### src/rtl/pci_arb_pkg.sv
// Shared types and constants for the PCI bus arbiter: FSM encoding, default
// sizing and the OWNER index width.
package pci_arb_pkg;

  localparam int DEF_NREQ    = 4;
  localparam int DEF_TIMEOUT = 16;

  typedef enum logic [1:0] {
    ST_IDLE     = 2'b00,
    ST_GNT_WAIT = 2'b01,
    ST_BUSY     = 2'b10,
    ST_SWITCH   = 2'b11
  } arb_state_t;

  function automatic int owner_width(input int nreq);
    return (nreq > 2) ? $clog2(nreq) : 1;
  endfunction

endpackage

### src/rtl/pci_rr_picker.sv
// Combinational round-robin picker: first active-low request at ptr, ptr+1, ...
// modulo NREQ. Unknown request bits never win.
module pci_rr_picker
  import pci_arb_pkg::*;
#(
  parameter  int NREQ = DEF_NREQ,
  localparam int OW   = owner_width(NREQ)
) (
  input  logic [NREQ-1:0] req,
  input  logic [OW-1:0]   ptr,
  output logic [OW-1:0]   winner,
  output logic            valid
);

  int          sum;
  logic [OW-1:0] idx;

  always_comb begin
    winner = ptr;
    valid  = 1'b0;
    sum    = 0;
    idx    = '0;
    for (int i = 0; i < NREQ; i++) begin
      sum = int'(ptr) + i;
      if (sum >= NREQ) sum = sum - NREQ;
      idx = OW'(sum);
      // An X/Z bit compares unknown, so the branch is not taken: it reads as idle.
      if (!valid && req[idx] == 1'b0) begin
        valid  = 1'b1;
        winner = idx;
      end
    end
  end

endmodule

### src/rtl/pci_arbiter.sv
// Round-robin PCI bus arbiter with registered active-low grants.
// Optional grant timeout in GNT_WAIT is enabled by defining PCI_ARB_TIMEOUT_EN.
module pci_arbiter
  import pci_arb_pkg::*;
#(
  parameter  int NREQ    = DEF_NREQ,
  parameter  int TIMEOUT = DEF_TIMEOUT,
  localparam int OW      = owner_width(NREQ)
) (
  input  logic            CLK,
  input  logic            RST,
  input  logic [NREQ-1:0] REQ,
  input  logic            FRAME,
  input  logic            IRDY,
  output logic [NREQ-1:0] GNT,
  output logic [OW-1:0]   OWNER,
  output logic            OWNER_VALID,
  output logic            TIMEOUT_ERR
);

  if (NREQ < 2 || NREQ > 8 || TIMEOUT < 2 || TIMEOUT > 255) begin : g_bad_param
    $error("pci_arbiter: NREQ or TIMEOUT out of range");
  end

  arb_state_t      state, state_n;
  logic [NREQ-1:0] gnt_n;
  logic [OW-1:0]   owner_n, ptr, ptr_n, ptr_inc, pick_winner;
  logic            pick_valid, bus_idle;

  pci_rr_picker #(.NREQ(NREQ)) u_picker (
    .req    (REQ),
    .ptr    (ptr),
    .winner (pick_winner),
    .valid  (pick_valid)
  );

  assign bus_idle    = (FRAME == 1'b1) && (IRDY == 1'b1);
  assign ptr_inc     = (OWNER == OW'(NREQ - 1)) ? '0 : OWNER + 1'b1;
  assign OWNER_VALID = ~&GNT;

`ifdef PCI_ARB_TIMEOUT_EN
  logic [7:0] cnt, cnt_n;
  logic       tmo_n;
`endif

  // NOTE: combinational logic uses blocking '=' with every output defaulted
  // first, so no path can hold a value and infer a latch.
  always_comb begin
    state_n = state;
    gnt_n   = GNT;
    owner_n = OWNER;
    ptr_n   = ptr;
`ifdef PCI_ARB_TIMEOUT_EN
    cnt_n   = '0;
    tmo_n   = 1'b0;
`endif
    case (state)
      ST_GNT_WAIT: begin
        if (FRAME == 1'b0) begin
          state_n = ST_BUSY;
          ptr_n   = ptr_inc;
        end
`ifdef PCI_ARB_TIMEOUT_EN
        else if (bus_idle && (cnt + 8'd1 == 8'(TIMEOUT))) begin
          state_n = ST_SWITCH;
          gnt_n   = '1;
          ptr_n   = ptr_inc;
          tmo_n   = 1'b1;
        end
`endif
        else if (REQ[OWNER] == 1'b0) begin
`ifdef PCI_ARB_TIMEOUT_EN
          cnt_n = bus_idle ? cnt + 8'd1 : 8'd0;
`endif
        end else begin
          state_n = ST_SWITCH;
          gnt_n   = '1;
        end
      end
      ST_BUSY: begin
        if (bus_idle) begin
          state_n = ST_SWITCH;
          gnt_n   = '1;
        end
      end
      default: begin
        // IDLE and the single all-ones SWITCH cycle both arbitrate for the next
        // edge, so back-to-back grants are separated by exactly one idle cycle.
        state_n = ST_IDLE;
        gnt_n   = '1;
        if (pick_valid) begin
          gnt_n[pick_winner] = 1'b0;
          owner_n            = pick_winner;
          state_n            = ST_GNT_WAIT;
        end
      end
    endcase
  end

  // NOTE: sequential state uses non-blocking '<='; reset is sampled on the
  // clock edge, so it is a plain branch inside the clocked block.
  always_ff @(posedge CLK) begin
    if (!RST) begin
      state <= ST_IDLE;
      GNT   <= '1;
      OWNER <= '0;
      ptr   <= '0;
    end else begin
      state <= state_n;
      GNT   <= gnt_n;
      OWNER <= owner_n;
      ptr   <= ptr_n;
    end
  end

`ifdef PCI_ARB_TIMEOUT_EN
  always_ff @(posedge CLK) begin
    if (!RST) begin
      cnt         <= '0;
      TIMEOUT_ERR <= 1'b0;
    end else begin
      cnt         <= cnt_n;
      TIMEOUT_ERR <= tmo_n;
    end
  end
`else
  assign TIMEOUT_ERR = 1'b0;
`endif

endmodule
### config.mk
export PLATFORM = sky130hd
export DESIGN_NAME = pci_arbiter
export DESIGN_NICKNAME = d
export VERILOG_FILES = /design/src/rtl/pci_arb_pkg.sv /design/src/rtl/pci_rr_picker.sv /design/src/rtl/pci_arbiter.sv
export SDC_FILE = /design/constraint.sdc
export NUM_CORES = 1
export LEC_CHECK = 0
export BUFFER_PORTS_ARGS = -buffer_cell sky130_fd_sc_hd__buf_2
export CORE_MARGIN = 5
export CORE_UTILIZATION = 35
export DETAILED_ROUTE_END_ITERATION = 6
export PLACE_DENSITY = 0.53
export RECOVER_POWER = 25
export SETUP_SLACK_MARGIN = 0.1
export SLEW_MARGIN = 20
export SYNTH_ARGS = -nofsm -noshare
export SYNTH_HDL_FRONTEND = slang
export SYNTH_SLANG_ARGS = --single-unit
export TNS_END_PERCENT = 20
### constraint.sdc
create_clock -name CLK -period 2.3 [get_ports CLK]
set_input_delay 0.345 -clock CLK [delete_from_list [all_inputs] [get_ports CLK]]
set_output_delay 0.345 -clock CLK [all_outputs]
set_load 0.01 [all_outputs]
# [Word level (Yosys, flattened, before mapping)]
# Cells that the tools add are included.
[word_totals] ff_bits=10 latch_bits=0 ram_bits=0 rom_bits=0 input_bits=8 out_inout_bits=8 elab_cells=85 mem_count=0
[classes] addsub=8 n_mul=0 div_mod_pow=0 magnitude_cmp=11 eq_ne=7 shifts=0 muxes=35 bitwise_logic=6 n_reduce_logical=14
[ops] operator="2-bit 2-to-1 mux" n=12
[ops] operator="2-bit by 3-bit less-than comparator with 1-bit output, second input constant" n=6
[ops] operator="4-bit 2-to-1 mux" n=4
[ops] operator="1-bit 2-to-1 mux" n=11
[ops] operator="1-bit binary-select mux with 2-bit select" n=5
[ops] operator="3-bit >= comparator, second input constant" n=3
[ops] operator="4-bit one-hot mux with 2 select lines" n=1
[ops] operator="2-bit by 1-bit subtractor with 2-bit output, second input constant" n=4
[ops] operator="2-bit by 2-bit adder with 3-bit output, second input constant" n=2
[ops] operator="2-bit != test, second input constant" n=3
[ops] operator="2-bit AND reduction" n=3
[ops] operator="1-bit logical AND" n=5
[ops] operator="1-bit NOT" n=5
[ops] operator="2-bit == test, second input constant" n=2
[ops] operator="4-bit NOT" n=1
[ops] operator="2-bit one-hot mux with 2 select lines" n=1
[ops] operator="4-bit AND reduction" n=1
[ops] operator="2-bit by 1-bit adder with 3-bit output, second input constant" n=1
[ops] operator="2-bit by 3-bit >= comparator with 1-bit output, second input constant" n=1
[ops] operator="1-bit zero test" n=3
[ops] operator="3-bit != test, second input constant" n=1
[ops] operator="3-bit AND reduction" n=1
[ops] operator="2-bit by 1-bit adder with 2-bit output, second input constant" n=1
[ops] operator="1-bit demux with 2-bit select" n=1
[ops] operator="3 further kinds" n=3

# [Longest topological paths before layout]
[depth] word_depth=21 mapped_depth=6

# [By module]
# From an unflattened synthesis, not the netlist that was laid out.
[hier_totals] hier_cells=76 hier_area_um2=674.4
[by_module_without_submodules] module="pci_arbiter" n_inst=1 cells_each=62 area_each_um2=590.6 seq_area_each_um2=200.2
[by_module_without_submodules] module="pci_rr_picker" n_inst=1 cells_each=14 area_each_um2=83.8 seq_area_each_um2=0.0

# [Worst setup path before layout]
# Ideal clock, no wire load.
[synth_path] path_type="register to register" startpoint="register OWNER[0]" endpoint="register GNT[0]" setup_ns=0.140 t_arrival_ns=1.474 required_time_ns=2.160 slack_ns=0.686 stages_incl_launch_ff=5 path_buffers=0 period_less_slack_ns=1.614 cell_sequence="dfxtp_1 mux4_2 a21o_1 a211oi_1 a41oi_1"
[synth_between] elab_chain_len=4
[synth_lines] element="from (decl)" line_no="pci_arbiter.sv:16" source="output logic [OW-1:0] OWNER,"
[synth_lines] element="from (signal assigned)" line_no="pci_arbiter.sv:111" source="OWNER <= owner_n;"
[synth_lines] element="1-bit binary-select mux with 2-bit select" line_no="pci_arbiter.sv:71" source="else if (REQ[OWNER] == 1'b0) begin"
[synth_lines] element="1-bit 2-to-1 mux (not written as such)" line_no="pci_arbiter.sv:71"
[synth_lines] element="2-bit != test (no line)"
[synth_lines] element="3-bit AND reduction (no line)"
[synth_lines] element="to (signal assigned)" line_no="pci_arbiter.sv:110" source="GNT <= gnt_n;"
[synth_lines] element="to (decl)" line_no="pci_arbiter.sv:15" source="output logic [NREQ-1:0] GNT,"
# Every way passes these cells. The select of a mux whose other input is x is not followed.
# A chain may end at the register's enable or synchronous reset.

# [Final worst setup path]
# Ends and elaborated chain as after synthesis.

==> flow_summary.ini <==
[outcome]
status = finished, final reports clean

[final_layout]
syn2layout_area_growth_pct = 19.8
postLayoutCellArea_um2 = 758
diodes = 0
fill_cells = 198
drive_gt1_share_pct = 25.3
nets = 103
layout_common_cells = dfxtp_1 (10), buf_2 (10), nor2_1 (7), inv_1 (6)

[cts]
worstSkewPairLatency_ps = 260
clockBufferDepth = 2
post_cts_buffers = 0
cts_buffers = 3
cts-hold-fix-buffers = 0
cts-root-buf = clkbuf_4
cts_resized = 0
clkSinkCount = 10
clk_pin_slew_ps = 70
cts_tree = yes
htreeDepth = 1

[worst_setup_path]
crit_path_max_fanout = 5
r2r-end = GNT[0]
reg2reg_slack_ps = 620
critical-path-top-delay-family = compound AO/OA/AOI/OAI gates
startpoint_type = flop
cpPeakStageDelay_ps = 550
crit_buf_inv = 0
r2r_cells = 4
required_ps = 2430
r2r-start = OWNER[0]
end_kind = flop
worstSetupPathDepth = 4
cp-endpoint = GNT[0]
crit_start = OWNER[0]
cp.arrival_ps = 1810
path_class = reg2reg
critPathSlowestCell = mux4_2
path_cells = mux4_2 -> a21o_1 -> a211oi_1 -> a41oi_1

[global_route]
grt_util_all_layers_pct = 10.9
grt_max_degree = 9
antenna_found_initial = 0
grt_remaining_overflow = 0
grt_pass1_vias = 522
grt_pass1_wl_um = 2220

[route]
wl_per_cell_um = 11.8
drt-met1-wl_um = 643
vias = 580
dr.max_layer_used = met4
met2_length_um = 656
drtPass1Iterations = 4
routed_via_density = 5.00
drt_iter0_drc = 6
drc = 0
postRouteAntennaNets = 0
drt_wl_total_um = 1370
met3_length_um = 52

[power_and_ir_drop]
p_comb_share_pct = 47.0
switching_share_pct = 38.9
p_per_area_nw_per_um2 = 1050
p_clk_share_pct = 19.6
p_int_mw = 0.486
p_seq_share_pct = 33.4
ir_worst_vdd_mv = 0.505
leakagePower_nw = 0.316
p_sw_mw = 0.310

[floorplanning]
die_y_um = 52.5
coreArea_um2 = 1730
num_rows = 15
io_pins = 16
initial_core_util_pct = 36.7
dieArea_um2 = 2760
dieWidth_um = 52.5

[yosys]
synth.yosys.seq_area_share_pct = 31.6
ys_ff_latch = 10
yosysWarnings = 0
syn_area_um2 = 633
avgSynthCellArea_um2 = 8.56
synth_nets = 85
ys_types = 32
synth_cells = 74

[placed_design]
io_buffers = 14
place_area_um2 = 727
hpwlAfterDp_um = 1110
gp_congestion = 0.735

[sta]
finalSetupViolCount = 0
drv_slew = 0
skew_ps = 3.88
fmax_mhz = 595
finalHoldViolCount = 0
period_minus_slack_ps = 1680
rsz0062_at_grt = false
fin_setup_tns_ps = 0
whs_ps = 375
finalCritPeriodShare_pct = 73.1

[job]
cap_viol_max_count = 0

[worst_hold_path]
hold_path_class = in2reg
## Yosys cell counts
| cell type | instances | area, µm² |
|---|---|---|
| dfxtp_1 | 10 | 200 |
| nor2_1 | 7 | 26.3 |
| inv_1 | 6 | 22.5 |
| a211oi_1 | 5 | 37.5 |
| a21oi_1 | 5 | 25.0 |
| a41oi_1 | 4 | 35.0 |
| o21ai_0 | 4 | 20.0 |
| ha_1 | 3 | 37.5 |
| nand2_1 | 3 | 11.3 |
| mux2i_1 | 2 | 20.0 |
| nand2b_1 | 2 | 12.5 |
| nor3_1 | 2 | 10.0 |
| or2_2 | 2 | 12.5 |
| a21bo_2 | 1 | 10.0 |
| a21o_1 | 1 | 7.51 |
| a311oi_1 | 1 | 8.76 |
| a31oi_1 | 1 | 6.26 |
| and2_1 | 1 | 6.26 |
| and2_4 | 1 | 8.76 |
| and3b_2 | 1 | 10.0 |
| and4_2 | 1 | 10.0 |
| buf_4 | 1 | 7.51 |
| conb_1 | 1 | 3.75 |
| mux4_2 | 1 | 22.5 |
| nand4_1 | 1 | 6.26 |
| nor2b_1 | 1 | 6.26 |
| o2111ai_1 | 1 | 8.76 |
| o21a_1 | 1 | 7.51 |
| o21a_2 | 1 | 8.76 |
| o41ai_1 | 1 | 8.76 |
| or2b_1 | 1 | 7.51 |
| or3_2 | 1 | 7.51 |
## cell type report
| cell class | instances | area, µm² | share of cell area, % |
|---|---|---|---|
| Timing Repair Buffer | 14 | 65.1 | 8.58 |
| Inverter | 6 | 22.5 | 2.97 |
| Clock buffer | 4 | 36.3 | 4.79 |
| Multi-Input combinational cell | 57 | 403 | 53.1 |
| Tap cell | 25 | 31.3 | 4.13 |
| Sequential cell | 10 | 200 | 26.4 |
## per-stage QoR
stage          instances  setup WS (ps)  util (%)  power [mW]
2_1_floorplan         74            686         -       0.540
3_3_place_gp         112            597      42.1       0.658
3_5_place_dp         112            614      42.1       0.649
4_1_cts              116            626      44.2       0.809
5_1_grt              116            491      43.9       0.867
6_report             116            620      43.9       0.796
## routing by layer
layer	global-route usage, %	up-vias
li1	-	313
met1	12.7	255
met2	18.0	8
met3	4.27	4
met4	3.83	0
met5	0	-
## power by group through the flow
stage	logic (mW)	clock network (mW)	registers [mW]
final	0.374	0.156	0.266
after global routing	0.424	0.169	0.275
after CTS	0.381	0.162	0.266
after detailed placement	0.378	0	0.270
after global placement	0.388	0	0.270
after floorplan	0.266	0	0.274
## registers in the layout, summed over array words and instances (netlist names)
signal,cells
GNT,4
OWNER,2
ptr,2
state,2
## worst min path at each step
stage                  start  endpoint  slack (ps)  cells past startpoint
floorplan                RST  OWNER[0]         470                      1
CTS                      RST    GNT[0]         360                      2
global route             RST    GNT[3]         390                      2
global placement    state[1]  state[1]         510                      2
finish                   RST    GNT[0]         380                      2
detailed placement  state[1]  state[1]         520                      2
## cells by family after synthesis
kind of cell    share of synthesized area (%)
compound gates                           29.1
fa+ha+maj                                5.93
buf+inv                                  4.74
flops                                    31.6
mux                                      6.72
other cells                             0.592
simple gates                             21.3
Note: power is estimated with default switching activity, not from simulation.
